### src/rtl/sub32_serial_pkg.sv
// Shared types and sizing helpers for the digit-serial subtractor.
package sub_pkg;

    typedef enum logic [1:0] {
        IDLE = 2'd0,
        RUN  = 2'd1,
        DONE = 2'd2
    } state_e;

    localparam int WIDTH_DEF = 32;
    localparam int DIGIT_DEF = 4;
    localparam int NDIG      = WIDTH_DEF / DIGIT_DEF;

    // Digit counter width; a single-digit configuration still needs one bit.
    function automatic int cnt_width(input int ndig);
        if (ndig <= 1) begin
            return 1;
        end else begin
            return $clog2(ndig);
        end
    endfunction

endpackage

### src/rtl/sub32_serial_fs_digit.sv
// DIGIT-bit combinational full-subtract slice: ripple of full adders fed with
// inverted subtrahend and inverted borrow, carries inverted back into borrows.
module fs_digit #(
    parameter int DIGIT = 4
) (
    input  logic [DIGIT-1:0] a,
    input  logic [DIGIT-1:0] b,
    input  logic             bin,
    output logic [DIGIT-1:0] d,
    output logic             bout,
    output logic             bmsb
);

    logic [DIGIT:0] carry_s;

    // Ripple-carry chain of a + ~b + ~bin.
    always_comb begin
        carry_s    = '0;
        d          = '0;
        carry_s[0] = ~bin;
        for (int i = 0; i < DIGIT; i++) begin
            d[i]         = a[i] ^ ~b[i] ^ carry_s[i];
            carry_s[i+1] = (a[i] & ~b[i]) | (a[i] & carry_s[i]) | (~b[i] & carry_s[i]);
        end
        bout = ~carry_s[DIGIT];
        bmsb = ~carry_s[DIGIT-1];
    end

endmodule

### src/rtl/sub32_serial.sv
// Digit-serial subtractor D = A - B - Bin with borrow-out and result flags,
// valid/ready handshakes on both sides, one DIGIT-wide slice per clock.
module sub32_serial
    import sub_pkg::*;
#(
    parameter int WIDTH = 32,
    parameter int DIGIT = 4
) (
    input  logic             clk,
    input  logic             rst,
    input  logic             in_valid,
    output logic             in_ready,
    input  logic [WIDTH-1:0] A,
    input  logic [WIDTH-1:0] B,
    input  logic             Bin,
    output logic             out_valid,
    input  logic             out_ready,
    output logic [WIDTH-1:0] D,
    output logic             Bout,
    output logic             zero,
    output logic             neg,
    output logic             ovf
);

    localparam int             ND   = WIDTH / DIGIT;
    localparam int             CW   = cnt_width(ND);
    localparam logic [CW-1:0]  LAST = CW'(ND - 1);

    state_e           state_q;
    logic [CW-1:0]    cnt_q;
    logic             borrow_q;
    logic [WIDTH-1:0] a_q;
    logic [WIDTH-1:0] b_q;
    logic [WIDTH-1:0] d_q;
    logic [WIDTH-1:0] d_d;
    logic             bout_q;
    logic             zero_q;
    logic             neg_q;
    logic             ovf_q;
    logic             in_ready_q;
    logic             out_valid_q;

    logic [DIGIT-1:0] dig_a_s;
    logic [DIGIT-1:0] dig_b_s;
    logic [DIGIT-1:0] dig_d_s;
    logic             dig_bout_s;
    logic             dig_bmsb_s;

    // Current digit operands and the result with this digit merged in, so the
    // flags at the final digit see the complete difference.
    always_comb begin
        dig_a_s = a_q[int'(cnt_q) * DIGIT +: DIGIT];
        dig_b_s = b_q[int'(cnt_q) * DIGIT +: DIGIT];
        d_d     = d_q;
        d_d[int'(cnt_q) * DIGIT +: DIGIT] = dig_d_s;
    end

    fs_digit #(.DIGIT(DIGIT)) u_fs_digit (
        .a    (dig_a_s),
        .b    (dig_b_s),
        .bin  (borrow_q),
        .d    (dig_d_s),
        .bout (dig_bout_s),
        .bmsb (dig_bmsb_s)
    );

    // Control FSM plus operand, borrow, result and flag registers.
    always_ff @(posedge clk) begin
        if (rst) begin
            state_q     <= IDLE;
            cnt_q       <= '0;
            borrow_q    <= 1'b0;
            a_q         <= '0;
            b_q         <= '0;
            d_q         <= '0;
            bout_q      <= 1'b0;
            zero_q      <= 1'b0;
            neg_q       <= 1'b0;
            ovf_q       <= 1'b0;
            in_ready_q  <= 1'b1;
            out_valid_q <= 1'b0;
        end else begin
            case (state_q)
                IDLE: begin
                    if (in_valid) begin
                        a_q        <= A;
                        b_q        <= B;
                        borrow_q   <= Bin;
                        cnt_q      <= '0;
                        in_ready_q <= 1'b0;
                        state_q    <= RUN;
                    end
                end
                RUN: begin
                    d_q      <= d_d;
                    borrow_q <= dig_bout_s;
                    cnt_q    <= cnt_q + CW'(1);
                    if (cnt_q == LAST) begin
                        bout_q      <= dig_bout_s;
                        ovf_q       <= dig_bmsb_s ^ dig_bout_s;
                        zero_q      <= (d_d == '0);
                        neg_q       <= d_d[WIDTH-1];
                        out_valid_q <= 1'b1;
                        state_q     <= DONE;
                    end
                end
                DONE: begin
                    if (out_ready) begin
                        out_valid_q <= 1'b0;
                        in_ready_q  <= 1'b1;
                        state_q     <= IDLE;
                    end
                end
                default: begin
                    state_q     <= IDLE;
                    in_ready_q  <= 1'b1;
                    out_valid_q <= 1'b0;
                end
            endcase
        end
    end

    assign in_ready  = in_ready_q;
    assign out_valid = out_valid_q;
    assign D         = d_q;
    assign Bout      = bout_q;
    assign zero      = zero_q;
    assign neg       = neg_q;
    assign ovf       = ovf_q;

endmodule

### config.mk
export PLATFORM = sky130hd
export DESIGN_NAME = sub32_serial
export DESIGN_NICKNAME = d
export VERILOG_FILES = /design/src/rtl/sub32_serial_pkg.sv /design/src/rtl/sub32_serial_fs_digit.sv /design/src/rtl/sub32_serial.sv
export SDC_FILE = /design/constraint.sdc
export NUM_CORES = 1
export LEC_CHECK = 0
export ABC_AREA = 1
export CORE_ASPECT_RATIO = 0.75
export CORE_UTILIZATION = 47
export CTS_CLUSTER_SIZE = 24
export DETAILED_ROUTE_END_ITERATION = 7
export GPL_TIMING_DRIVEN = 0
export PLACE_DENSITY = 0.79
export RECOVER_POWER = 100
export REMOVE_ABC_BUFFERS = 1
export SLEW_MARGIN = 5
export SYNTH_ARGS = -nofsm -noshare
export SYNTH_HDL_FRONTEND = slang
export SYNTH_HIERARCHICAL = 1
export SYNTH_SLANG_ARGS = --single-unit
### constraint.sdc
create_clock -name clk -period 4.4 [get_ports clk]
set_clock_uncertainty 0.15 [all_clocks]
set_input_delay 0.44 -clock clk [delete_from_list [all_inputs] [get_ports clk]]
set_output_delay 0.44 -clock clk [all_outputs]
set_load 0.01 [all_outputs]
==> results, run 1 <==
- The final layout net count is 934.
- The count of synthesis-stage warnings from yosys is 6.
- IR analysis of the VDD net gives a maximum drop of 0.000211 V.
- Leaving out fill and tap cells, the most frequent cell in the layout is sky130_fd_sc_hd__nor2_1.
- Synthesis inferred 108 register bits.
- The clock reaches the later pin of the worst-skew pair after 0.35 ns.
- The core occupancy in the finished layout is 63.8%.
- The most critical setup path has its startpoint at cnt_q[0].
- The first routing iteration left 382 violations.
- The routed wirelength normalized by instance count is 13.7 µm.
- The count of unresolved DRC violations after routing is 0.
- The post-synthesis cell area is 5230 µm².
- The min-delay analysis places its worst path in the category reg2reg.
- Entering global routing, the biggest net connects 65 pins.
- The clock passes through at most 2 buffers.
- The startpoint identified for the worst register-to-register timing path is cnt_q[0].
- The share of layout cells above drive strength 1 is 5.11%.
- The total overflow left after global routing is 0.
- The worst setup path is launched from a flop.
- Setup violations remaining at the end of the flow were counted as 0.
- Setup repair after global routing left no endpoint under its margin.
- The root buffer cell chosen for the clock tree is sky130_fd_sc_hd__clkbuf_16.
- For hold timing, the worst endpoint is out_valid.
- The routed design could run at a clock period as short as 4.19 ns.
- The total global routing track utilization is 24.6%.
- Buffers inserted during clock tree synthesis total 9.
- Once detail routing completed, the nets flagged for antenna violations numbered 0.
- The number of endpoints with negative hold slack in the final report is 0.
- After legalization and detailed placement, the total HPWL measured 9110 µm.
- The core outline area is 10500 µm².
- Summed over all failing endpoints, the final setup total negative slack is 0 ns.
- The total number of vias is 5184.
- From synthesis to final layout, the design area changed by 28.6%.
- The count of cells along the worst register-to-register path is 17.
- In the layout the commonest cells are sky130_fd_sc_hd__nor2_1 (211), sky130_fd_sc_hd__o21ai_0 (127), sky130_fd_sc_hd__dfxtp_1 (106), sky130_fd_sc_hd__nand2_1 (86), sky130_fd_sc_hd__inv_1 (75).
- The die footprint is 11500 µm².
- The setup slack on the worst flop-to-flop path is 0.21 ns.
- The cell count after synthesis came out at 776.
- After clock tree synthesis, the clock-pin slew on the worst setup and hold paths is 0.07 ns.
- The via density per instance is 5.20.
- The worst slew margin relative to its limit is 28.0%.
- The kind of end point of the critical path is a flop.
- The path type of the worst setup path is reg2reg.
- The TritonCTS clock tree is done.
- The static leakage is 3.06 nW.
- The initial antenna violation count is 0.
- The number of sinks driven by the clock tree is 108.
- The worst register-to-register path ends at zero.
- Counting the fill cells in the layout gives 956.
- Pin placement for this block handled 107 I/O pins.
- Row generation in the floorplan step produced 32 rows.
- The critical path required time is 4.53 ns.
- Routability-driven placement finished with a final weighted congestion of 0.864.
- Max-cap violations in this run came to 0.
- The power density over the cells is 375 nW/µm².
- The first-pass iteration count of the detailed router is 7.
- The worst path uses 95.3% of the clock period.
- In this run the number of H-tree levels came out at 3.
- The count of different cell masters after synthesis is 34.
- The number of global-route vias before repair is 4688.
- The hold-critical path depth is 2.
- The repair_antennas step left the layout with diodes totalling 0.
- In this run the worst path has a maximum fanout of 13.
- Summing the sequential cell areas from Yosys gives 41.4% of the chip area.
- The initial core utilization is 49.6%.
- Data on the critical path arrives at its endpoint at 4.32 ns.
- From bottom edge to top edge, the die measures 93.3 µm.
- The global-route wire length before repair is 22000 µm.
- The slew at the pin with the worst max-slew slack is 1.08 ns.
- The total wire length after detailed routing is 13700 µm.
- From left edge to right edge, the die measures 124 µm.
- In this run the mean area of a mapped cell was 6.73 µm².
- Port buffering added 106 buffers.
- The flow ran to the end, and the final reports show no timing, DRC or antenna violations.
- The top achievable clock speed is 238 MHz.
- In this run the most critical hold path is launched from out_valid.
- The max-slew violation total from the final report is 0.
- The hold buffer count at CTS is 0.
-- final cells by class --
class	count	area [µm²]	share of cell area, %
multi-input combinational	541	2570	38.3
sequential	108	2170	32.3
timing repair buffer	113	1170	17.4
inverter	82	329	4.90
clock buffer	10	239	3.56
tap	136	170	2.53
clock inverter	6	62.6	0.931
timing repair inverter	1	8.76	0.130
-- metrics by stage --
| stage | instance area (µm²) | std cells | power [mW] | hold WS, ns | setup slack, ns |
|---|---|---|---|---|---|
| 6_report | 6720 | 997 | 2.52 | 0.319 | 0.207 |
| 5_1_grt | 6720 | 997 | 2.65 | 0.343 | 0.0222 |
| 4_1_cts | 6720 | 995 | 2.53 | 0.316 | 0.0219 |
| 3_5_place_dp | 6370 | 977 | 1.71 | 0.299 | -0.744 |
| 3_3_place_gp | 6270 | 973 | 1.69 | 0.290 | -1.46 |
| 2_1_floorplan | 5040 | 731 | 1.48 | 0.299 | -0.241 |
-- Yosys cell counts (all sizes together) --
library cell  number  area, µm²
buf               12       60.1
nand2             89        352
o22ai              8       50.1
a31oi              9       56.3
clkbuf            33        124
xor2               1       8.76
dfxtp            108       2160
fa                 4       80.1
o21a               1       7.51
nor2             216        826
clkinv             2       12.5
nand4              2       18.8
mux2i              1       10.0
ha                 5       62.6
a211oi             1       7.51
inv               80        300
o21ai            130        651
a21oi             16       80.1
nand3             30        150
o211ai            21        158
a21o               1       7.51
nor3               6       41.3
-- worst max-delay path by stage --
stage,to,slack [ns]
floorplan,zero,-0.24
global placement,zero,-1.46
detailed placement,zero,-0.74
CTS,zero,0.02
finish,zero,0.21
global route,zero,0.02
-- logic make-up (layout without fill, tap and decap cells) --
kind of cell               Yosys count  in the layout  share of synthesized area, %
and+or+nand+nor                    343            343                          26.6
xor gates and xnor gates             1              1                         0.168
muxes                                1              1                         0.192
DFF                                108            108                          41.4
AOI/OAI and AO/OA                  187            187                          19.5
buffers and inverters              127            212                          9.51
adders and majority gates            9              9                          2.73
-- per-layer routing --
| layer | wire [µm] | vias up | part of all wire (%) | GRT usage (%) |
|---|---|---|---|---|
| met1 | 6610 | 2349 | 48 | 33.9 |
| met5 | 0 | - | 0 | 0 |
| li1 | - | 2659 | - | - |
| met4 | 179 | 0 | 1.3 | 5.62 |
| met2 | 5980 | 160 | 44 | 39.5 |
| met3 | 910 | 16 | 6.7 | 4.76 |
-- report_power, final --
| part | total (mW) | leakage [nW] | internal [mW] | switching (mW) |
|---|---|---|---|---|
| Combinational | 0.584 | 2.01 | 0.247 | 0.337 |
| Sequential | 1.11 | 0.894 | 1.06 | 0.0526 |
| Clock | 0.825 | 0.153 | 0.457 | 0.368 |
-- sequential cells by signal, indices dropped and copies added (netlist names), 2 cells and up --
register  flops
D            32
a_q          32
b_q          32
state_q       2
cnt_q         3
-- repair_timing --
action,CTS,global route
resized for setup,7,3
cloned,0,1
setup endpoints to repair,13,2
pin swaps,0,1
setup buffers,2,1
-- critical path: stages (launching register included) --
cell and delay [ns]:
sky130_fd_sc_hd__dfxtp_4 0.50, sky130_fd_sc_hd__o21ai_0 0.11, sky130_fd_sc_hd__o22ai_1 0.16, sky130_fd_sc_hd__nor2_1 0.06
sky130_fd_sc_hd__a31oi_1 0.17, sky130_fd_sc_hd__inv_1 0.10, sky130_fd_sc_hd__fa_1 0.43, sky130_fd_sc_hd__fa_1 0.40
sky130_fd_sc_hd__fa_1 0.43, sky130_fd_sc_hd__fa_1 0.53, sky130_fd_sc_hd__inv_1 0.09, sky130_fd_sc_hd__nand3_2 0.14
sky130_fd_sc_hd__inv_1 0.07, sky130_fd_sc_hd__o21ai_0 0.31, sky130_fd_sc_hd__nand2_1 0.11, sky130_fd_sc_hd__nor2_1 0.13
sky130_fd_sc_hd__nand3_1 0.10, sky130_fd_sc_hd__a21oi_1 0.12
Power figures use the tool's default switching activity.
==> run 2, diff against run 1 <==
CTS_CLUSTER_DIAMETER = 60   (was default)
==> results of run 2 <==
The final DEF is identical to that of run 1; final timing and power are the same.
==> run 3, diff against run 2 <==
--- a/constraint.sdc
+++ b/constraint.sdc
@@ -4,2 +4,2 @@
 set_output_delay 0.44 -clock clk [all_outputs]
-set_load 0.01 [all_outputs]
+set_load 0.05 [all_outputs]
==> results of run 3 <==
Same layout as run 1 (identical final DEF). Status: completed.
Among the figures that moved: total power 2.52 mW -> 2.60 mW; worst IR drop on VDD 0.000211 V -> 0.000212 V
